$ cat src/rtl/fft_common_pkg.sv
// ----------------------------------------------------------------------------
// fft_common_pkg
//   Shared definitions for the iterative FFT datapath blocks.
//   - EN_LEVEL_HIGH / EN_LEVEL_LOW : values for a block's EN_LEVEL parameter,
//     naming which level of EN means "advance".
//   - count_width(depth)           : width of an occupancy counter able to
//     hold every value 0..depth.
// ----------------------------------------------------------------------------
package fft_common_pkg;

    localparam bit EN_LEVEL_HIGH = 1'b1;
    localparam bit EN_LEVEL_LOW  = 1'b0;

    // Bits needed to represent 0..depth inclusive (never less than 1).
    function automatic int count_width(input int depth);
        if (depth < 1) begin
            return 1;
        end
        return $clog2(depth + 1);
    endfunction

endpackage

$ cat src/rtl/pipe_stage.sv
// ----------------------------------------------------------------------------
// pipe_stage
//   One slot of the elastic pipeline: a valid bit plus a data word.
//   When i_ADV is high the slot takes its predecessor's valid bit; the data
//   word is only overwritten when the incoming word is valid, so the data
//   register does not toggle while bubbles pass through.
//
//   Ports
//     CLK           clock, posedge
//     RST           asynchronous reset, active-low
//     i_FLUSH       synchronous clear of the valid bit (and data if RESET_DATA)
//     i_ADV         slot advances this cycle (load from predecessor)
//     i_VALID       predecessor valid bit
//     i_DATA        predecessor data word
//     o_VALID       slot valid bit
//     o_DATA        slot data word
//
//   RESET_DATA=1 : data cleared on reset and on flush.
//   RESET_DATA=0 : data register has no reset; it simply holds its last load.
// ----------------------------------------------------------------------------
module pipe_stage
    import fft_common_pkg::*;
#(
    parameter int BITNESS    = 16,
    parameter bit RESET_DATA = 1'b1
) (
    input  logic               CLK,
    input  logic               RST,
    input  logic               i_FLUSH,
    input  logic               i_ADV,
    input  logic               i_VALID,
    input  logic [BITNESS-1:0] i_DATA,
    output logic               o_VALID,
    output logic [BITNESS-1:0] o_DATA
);

    logic valid_q;
    logic [BITNESS-1:0] data_q;

    always_ff @(posedge CLK or negedge RST) begin
        if (!RST) begin
            valid_q <= 1'b0;
        end else if (i_FLUSH) begin
            valid_q <= 1'b0;
        end else if (i_ADV) begin
            valid_q <= i_VALID;
        end
    end

    generate
        if (RESET_DATA) begin : g_data_rst
            always_ff @(posedge CLK or negedge RST) begin
                if (!RST) begin
                    data_q <= '0;
                end else if (i_FLUSH) begin
                    data_q <= '0;
                end else if (i_ADV && i_VALID) begin
                    data_q <= i_DATA;
                end
            end
        end else begin : g_data_norst
            // No reset on the data flop. RST still gates the load so that an
            // edge seen while reset is held cannot capture a new word.
            always_ff @(posedge CLK) begin
                if (RST && !i_FLUSH && i_ADV && i_VALID) begin
                    data_q <= i_DATA;
                end
            end
        end
    endgenerate

    assign o_VALID = valid_q;
    assign o_DATA  = data_q;

endmodule

$ cat src/rtl/param_pipe_reg.sv
// ----------------------------------------------------------------------------
// param_pipe_reg
//   DEPTH-stage elastic pipeline register with per-stage valid bits,
//   bubble collapsing, global stall (EN), synchronous flush and a registered
//   occupancy count. Stage 0 is the input side, stage DEPTH-1 the output side.
//
//   Ports
//     CLK      clock, posedge
//     RST      asynchronous reset, active-low
//     EN       global advance enable; active level set by EN_LEVEL
//     i_FLUSH  synchronous flush, active-high, wins over EN and transfers
//     i_VALID  input word valid
//     o_READY  pipeline accepts input this cycle
//     i_DATA   input word
//     o_VALID  output word valid (valid bit of stage DEPTH-1)
//     i_READY  downstream accepts output
//     o_DATA   output word (data of stage DEPTH-1)
//     o_COUNT  number of valid stages, 0..DEPTH
//
//   Handshake: a word moves across an interface on a rising CLK edge when
//   VALID and READY are both high in that cycle (and EN is active). A source
//   holds VALID and DATA steady until that edge; READY never depends on
//   VALID, so o_READY is a function of i_READY, EN and the stage valid bits
//   only. There is no combinational path from i_VALID or i_DATA to any
//   output. A flush does not lower o_READY: a word offered in the flush
//   cycle counts as taken by the source and is discarded here.
// ----------------------------------------------------------------------------
module param_pipe_reg
    import fft_common_pkg::*;
#(
    parameter int BITNESS    = 16,
    parameter int DEPTH      = 2,
    parameter bit RESET_DATA = 1'b1,
    parameter bit EN_LEVEL   = EN_LEVEL_HIGH
) (
    input  logic                          CLK,
    input  logic                          RST,
    input  logic                          EN,
    input  logic                          i_FLUSH,
    input  logic                          i_VALID,
    output logic                          o_READY,
    input  logic [BITNESS-1:0]            i_DATA,
    output logic                          o_VALID,
    input  logic                          i_READY,
    output logic [BITNESS-1:0]            o_DATA,
    output logic [count_width(DEPTH)-1:0] o_COUNT
);

    localparam int CW = count_width(DEPTH);

    logic               en_act;
    logic [DEPTH-1:0]   adv;
    logic               v      [DEPTH];
    logic [BITNESS-1:0] d      [DEPTH];
    logic               v_prev [DEPTH];
    logic [BITNESS-1:0] d_prev [DEPTH];
    logic [CW-1:0]      cnt_nxt;
    logic [CW-1:0]      cnt_q;

    assign en_act = (EN == EN_LEVEL);

    // Advance chain. adv[k] = en_act & (!v[k] | adv[k+1]) with the tail fed
    // by i_READY; unrolled, a stage advances when any stage at or beyond it
    // is empty or the output is being taken. That is what lets an empty
    // stage swallow its predecessor while the output end is stalled.
    always_comb begin : adv_chain
        logic room;
        room = i_READY;
        adv  = '0;
        for (int k = DEPTH - 1; k >= 0; k--) begin
            room   = room | ~v[k];
            adv[k] = en_act & room;
        end
    end

    assign o_READY = adv[0];

    genvar k;
    generate
        for (k = 0; k < DEPTH; k++) begin : g_stage
            if (k == 0) begin : g_head
                assign v_prev[k] = i_VALID;
                assign d_prev[k] = i_DATA;
            end else begin : g_body
                assign v_prev[k] = v[k-1];
                assign d_prev[k] = d[k-1];
            end

            pipe_stage #(
                .BITNESS    (BITNESS),
                .RESET_DATA (RESET_DATA)
            ) u_stage (
                .CLK     (CLK),
                .RST     (RST),
                .i_FLUSH (i_FLUSH),
                .i_ADV   (adv[k]),
                .i_VALID (v_prev[k]),
                .i_DATA  (d_prev[k]),
                .o_VALID (v[k]),
                .o_DATA  (d[k])
            );
        end
    endgenerate

    // Occupancy is the popcount of the valid bits the stages will hold after
    // this edge, registered so it changes on the same edge as the bits.
    always_comb begin : count_next
        logic nv;
        cnt_nxt = '0;
        for (int j = 0; j < DEPTH; j++) begin
            nv      = i_FLUSH ? 1'b0 : (adv[j] ? v_prev[j] : v[j]);
            cnt_nxt = cnt_nxt + CW'(nv);
        end
    end

    always_ff @(posedge CLK or negedge RST) begin
        if (!RST) begin
            cnt_q <= '0;
        end else begin
            cnt_q <= cnt_nxt;
        end
    end

    assign o_VALID = v[DEPTH-1];
    assign o_DATA  = d[DEPTH-1];
    assign o_COUNT = cnt_q;

endmodule

$ cat config.mk
export PLATFORM = sky130hd
export DESIGN_NAME = param_pipe_reg
export DESIGN_NICKNAME = d
export VERILOG_FILES = /design/src/rtl/fft_common_pkg.sv /design/src/rtl/pipe_stage.sv /design/src/rtl/param_pipe_reg.sv
export SDC_FILE = /design/constraint.sdc
export NUM_CORES = 1
export LEC_CHECK = 0
export BUFFER_PORTS_ARGS = -buffer_cell sky130_fd_sc_hd__buf_2
export CAP_MARGIN = 20
export CORE_MARGIN = 2
export CORE_UTILIZATION = 53
export DETAILED_ROUTE_END_ITERATION = 10
export GPL_TIMING_DRIVEN = 1
export HOLD_SLACK_MARGIN = 0.03
export PLACE_DENSITY = 0.79
export SYNTH_ARGS = -nofsm -noshare
export SYNTH_HDL_FRONTEND = slang
export SYNTH_SLANG_ARGS = --single-unit
$ cat constraint.sdc
create_clock -name CLK -period 2.5 [get_ports CLK]
set_input_delay 0.25 -clock CLK [delete_from_list [all_inputs] [get_ports CLK]]
set_output_delay 0.25 -clock CLK [all_outputs]
set_load 0.01 [all_outputs]
==> run_results.csv <==
group,metric,value,unit
run_status,outcome,"finished clean",
yosys,seq_area_frac_synth,50.14,%
cts,root_buffer,"clkbuf_4",
cts,cts_buffers,5,
drt,remaining_drc_errors,0,
timing,final.min_clock_period,1660,ps
final_layout,antenna_cells,0,
pwr,vdd_ir_drop_max,0.3500,mV
place,io_buffers,41,
timing,rsz0062_at_grt,"false",
yosys,synth.distinct_cells,19,
pwr,p_total,1.168,mW
timing,finalSetupViolations,0,
critical_path,critPathLaunchType,"flip-flop",
critical_path,cp_data_required_time,2250,ps
floorplan,start_util,54.70,%
drt,drt_pass1_iterations,5,
floorplan,ios,42,
pwr,powerDensity,594.8,nW/µm²
drt,vias_per_cell,5.236,
yosys,syn_avg_cell_area,10.27,µm²
cts,htreeDepth,2,
drt,totalWireLength,3261,µm
place,gp_congestion,0.7666,
yosys,synthCells,175,
floorplan,rows,21,
floorplan,fp.dieH,62.23,µm
drt,drt_iter0_markers,88,
cts,clock-sinks,36,
timing,slew_violations,0,
timing,finalHoldViolations,0,
timing,hold_slack,155.0,ps
global_routing,antenna_found_initial,0,
timing,relSlewSlack,48.20,%
critical_path,end_kind,"output pin",
timing,finalCritPeriodShare,66.40,%
timing,tightest_slew,777.0,ps
yosys,synth-seq-cells,36,
critical_path,critPathKind,"reg2out",
cts,cts_tree,"built",
timing,final.setup.tns,0,ps
critical_path,rr_worst_depth,3,
timing,clock.fmax,602.4,MHz
global_routing,grt-ovfl-total,0,
min_path,hold_depth,3,
floorplan,core,3284,µm²
critical_path,crit_path_max_fanout,19,
drt,routedWlPerCell,13.48,µm
global_routing,grt_usage,19.54,%
yosys,synth_nets,198,
global_routing,grt_max_degree,51,
yosys,yosysWarnings,0,
cts,cts_resized,0,
final_layout,drive_above_1_share,26.02,%
global_routing,grt_pass1_wl,5961,µm
drt,ant_nets,0,
final_layout,stdcell_count,242,
cts,clk_pin_slew_worst_paths,110,ps
drt,dr_total_vias,1267,
yosys,syn_area,1797,µm²
final_layout,fin_nets,218,
job,cap_violations,0,
critical_path,crit_arrival,1410,ps
global_routing,grt_pass1_vias,1277,
place,dpl.cell_count,233,
place,dp_hpwl,2215,µm
timing,fin_worst_skew,9.117,ps
floorplan,dieArea,3872,µm²
final_layout,area_delta_synth_final,9.262,%
floorplan,chipWidth,62.23,µm
pwr,leakage,0.9338,nW
cts,clock_latency,340,ps
cts,clk_path_buf_depth,2,
min_path,hold_class,"in2reg",
power breakdown:
part | leakage [nW] | switching, mW | internal [mW]
clock network | 0.0515 | 0.191 | 0.266
logic | 0.388 | 0.0573 | 0.0429
registers | 0.494 | 0.0116 | 0.600
total | 0.934 | 0.260 | 0.908
worst max-delay path: stages (launching register included):
cell and delay [ps]:
dfrtp_1 400, nor2b_4 400, a21oi_1 120, buf_2 150
layout make-up:
cell class                      instances  area (µm²)
Clock buffer                            7       65.06
Clock inverter                          1       30.03
Fill cell                             284        1321
Inverter                                1       3.754
Multi-Input combinational cell        109       690.7
Sequential cell                        36       900.9
Tap cell                               46       57.56
Timing Repair Buffer                   42       215.2
sequential cells by signal, summed over array words and instances (netlist names):
name                     flops
o_COUNT                      2
g_stage.u_stage.o_DATA      32
g_stage.u_stage.o_VALID      2
cell families after synthesis:
| logic type | count (synthesis) | share of synthesized area [%] |
|---|---|---|
| buffers and inverters | 30 | 11.42 |
| flip-flops | 36 | 50.14 |
| adder cells (fa/ha/maj) | 1 | 0.6963 |
| multiplexers | 16 | 8.913 |
| AND/OR/NAND/NOR | 55 | 17.90 |
| AO/OA/AOI/OAI | 37 | 10.93 |
routing by layer:
metal / up-vias / wire (µm) / track usage [%]
li1: 614 / - / -
met1: 578 / 1520 / 26.54
met2: 67 / 1430 / 29.21
met3: 8 / 252 / 6.522
met4: 0 / 58 / 7.500
met5: - / 0 / 0
per-stage QoR:
stage / util, % / setup slack [ps] / instance area (µm²)
after floorplan: - / 1046 / 1797
after global placement: 56.57 / 975.6 / 1858
after detailed placement: 56.57 / 953.1 / 1858
after CTS: 59.77 / 836.9 / 1963
after global routing: 59.77 / 729.7 / 1963
final: 59.77 / 840.1 / 1963
cell usage after synthesis:
library cell  count  share of area [%]
o21ai_0          17                4.7
nor2_1            1               0.21
nor2b_4           1               0.77
buf_12            1                1.1
nand2b_1         33                 11
a21oi_4           1               0.91
dfrtp_1          36                 50
clkbuf_2          1               0.28
buf_4            17                7.1
mux2i_1          16                8.9
buf_6             1               0.63
and2_1            1               0.35
nand3_1          16                4.5
buf_2             3               0.84
a21oi_1          19                5.3
ha_1              1               0.70
nand2_1           3               0.63
clkbuf_1          6                1.3
inv_1             1               0.21
path summary, 6_finish.rpt:
kind / from / to / slack (ps)
setup / recovery: g_stage[1].u_stage.o_VALID$_DFF_PN0_ / o_READY / 840
hold / removal: i_DATA[11] / g_stage[0].u_stage.o_DATA[11]$_DFFE_PN0P_ / 160
setup reg to reg: g_stage[1].u_stage.o_VALID$_DFF_PN0_ / g_stage[0].u_stage.o_DATA[6]$_DFFE_PN0P_ / 930
hold reg to reg: g_stage[0].u_stage.o_DATA[5]$_DFFE_PN0P_ / g_stage[1].u_stage.o_DATA[5]$_DFFE_PN0P_ / 530
max in group asynchronous: RST / g_stage[0].u_stage.o_DATA[5]$_DFFE_PN0P_ / 1480
min in group asynchronous: RST / g_stage[1].u_stage.o_DATA[4]$_DFFE_PN0P_ / 530
cell usage in the layout (no fill, tap or decap), types with 2 or more instances in the layout:
cell type	n
nand3_1	16
nand2b_1	33
dfrtp_1	36
clkbuf_8	2
mux2i_1	16
a21oi_1	19
o21ai_0	17
buf_2	41
clkbuf_4	5
nand2_1	3
timing repair:
action	in CTS	in global routing
setup buffers	0	0
hold buffers	1	0
endpoints found under the hold margin	36	0
Power figures use the tool's default switching activity.
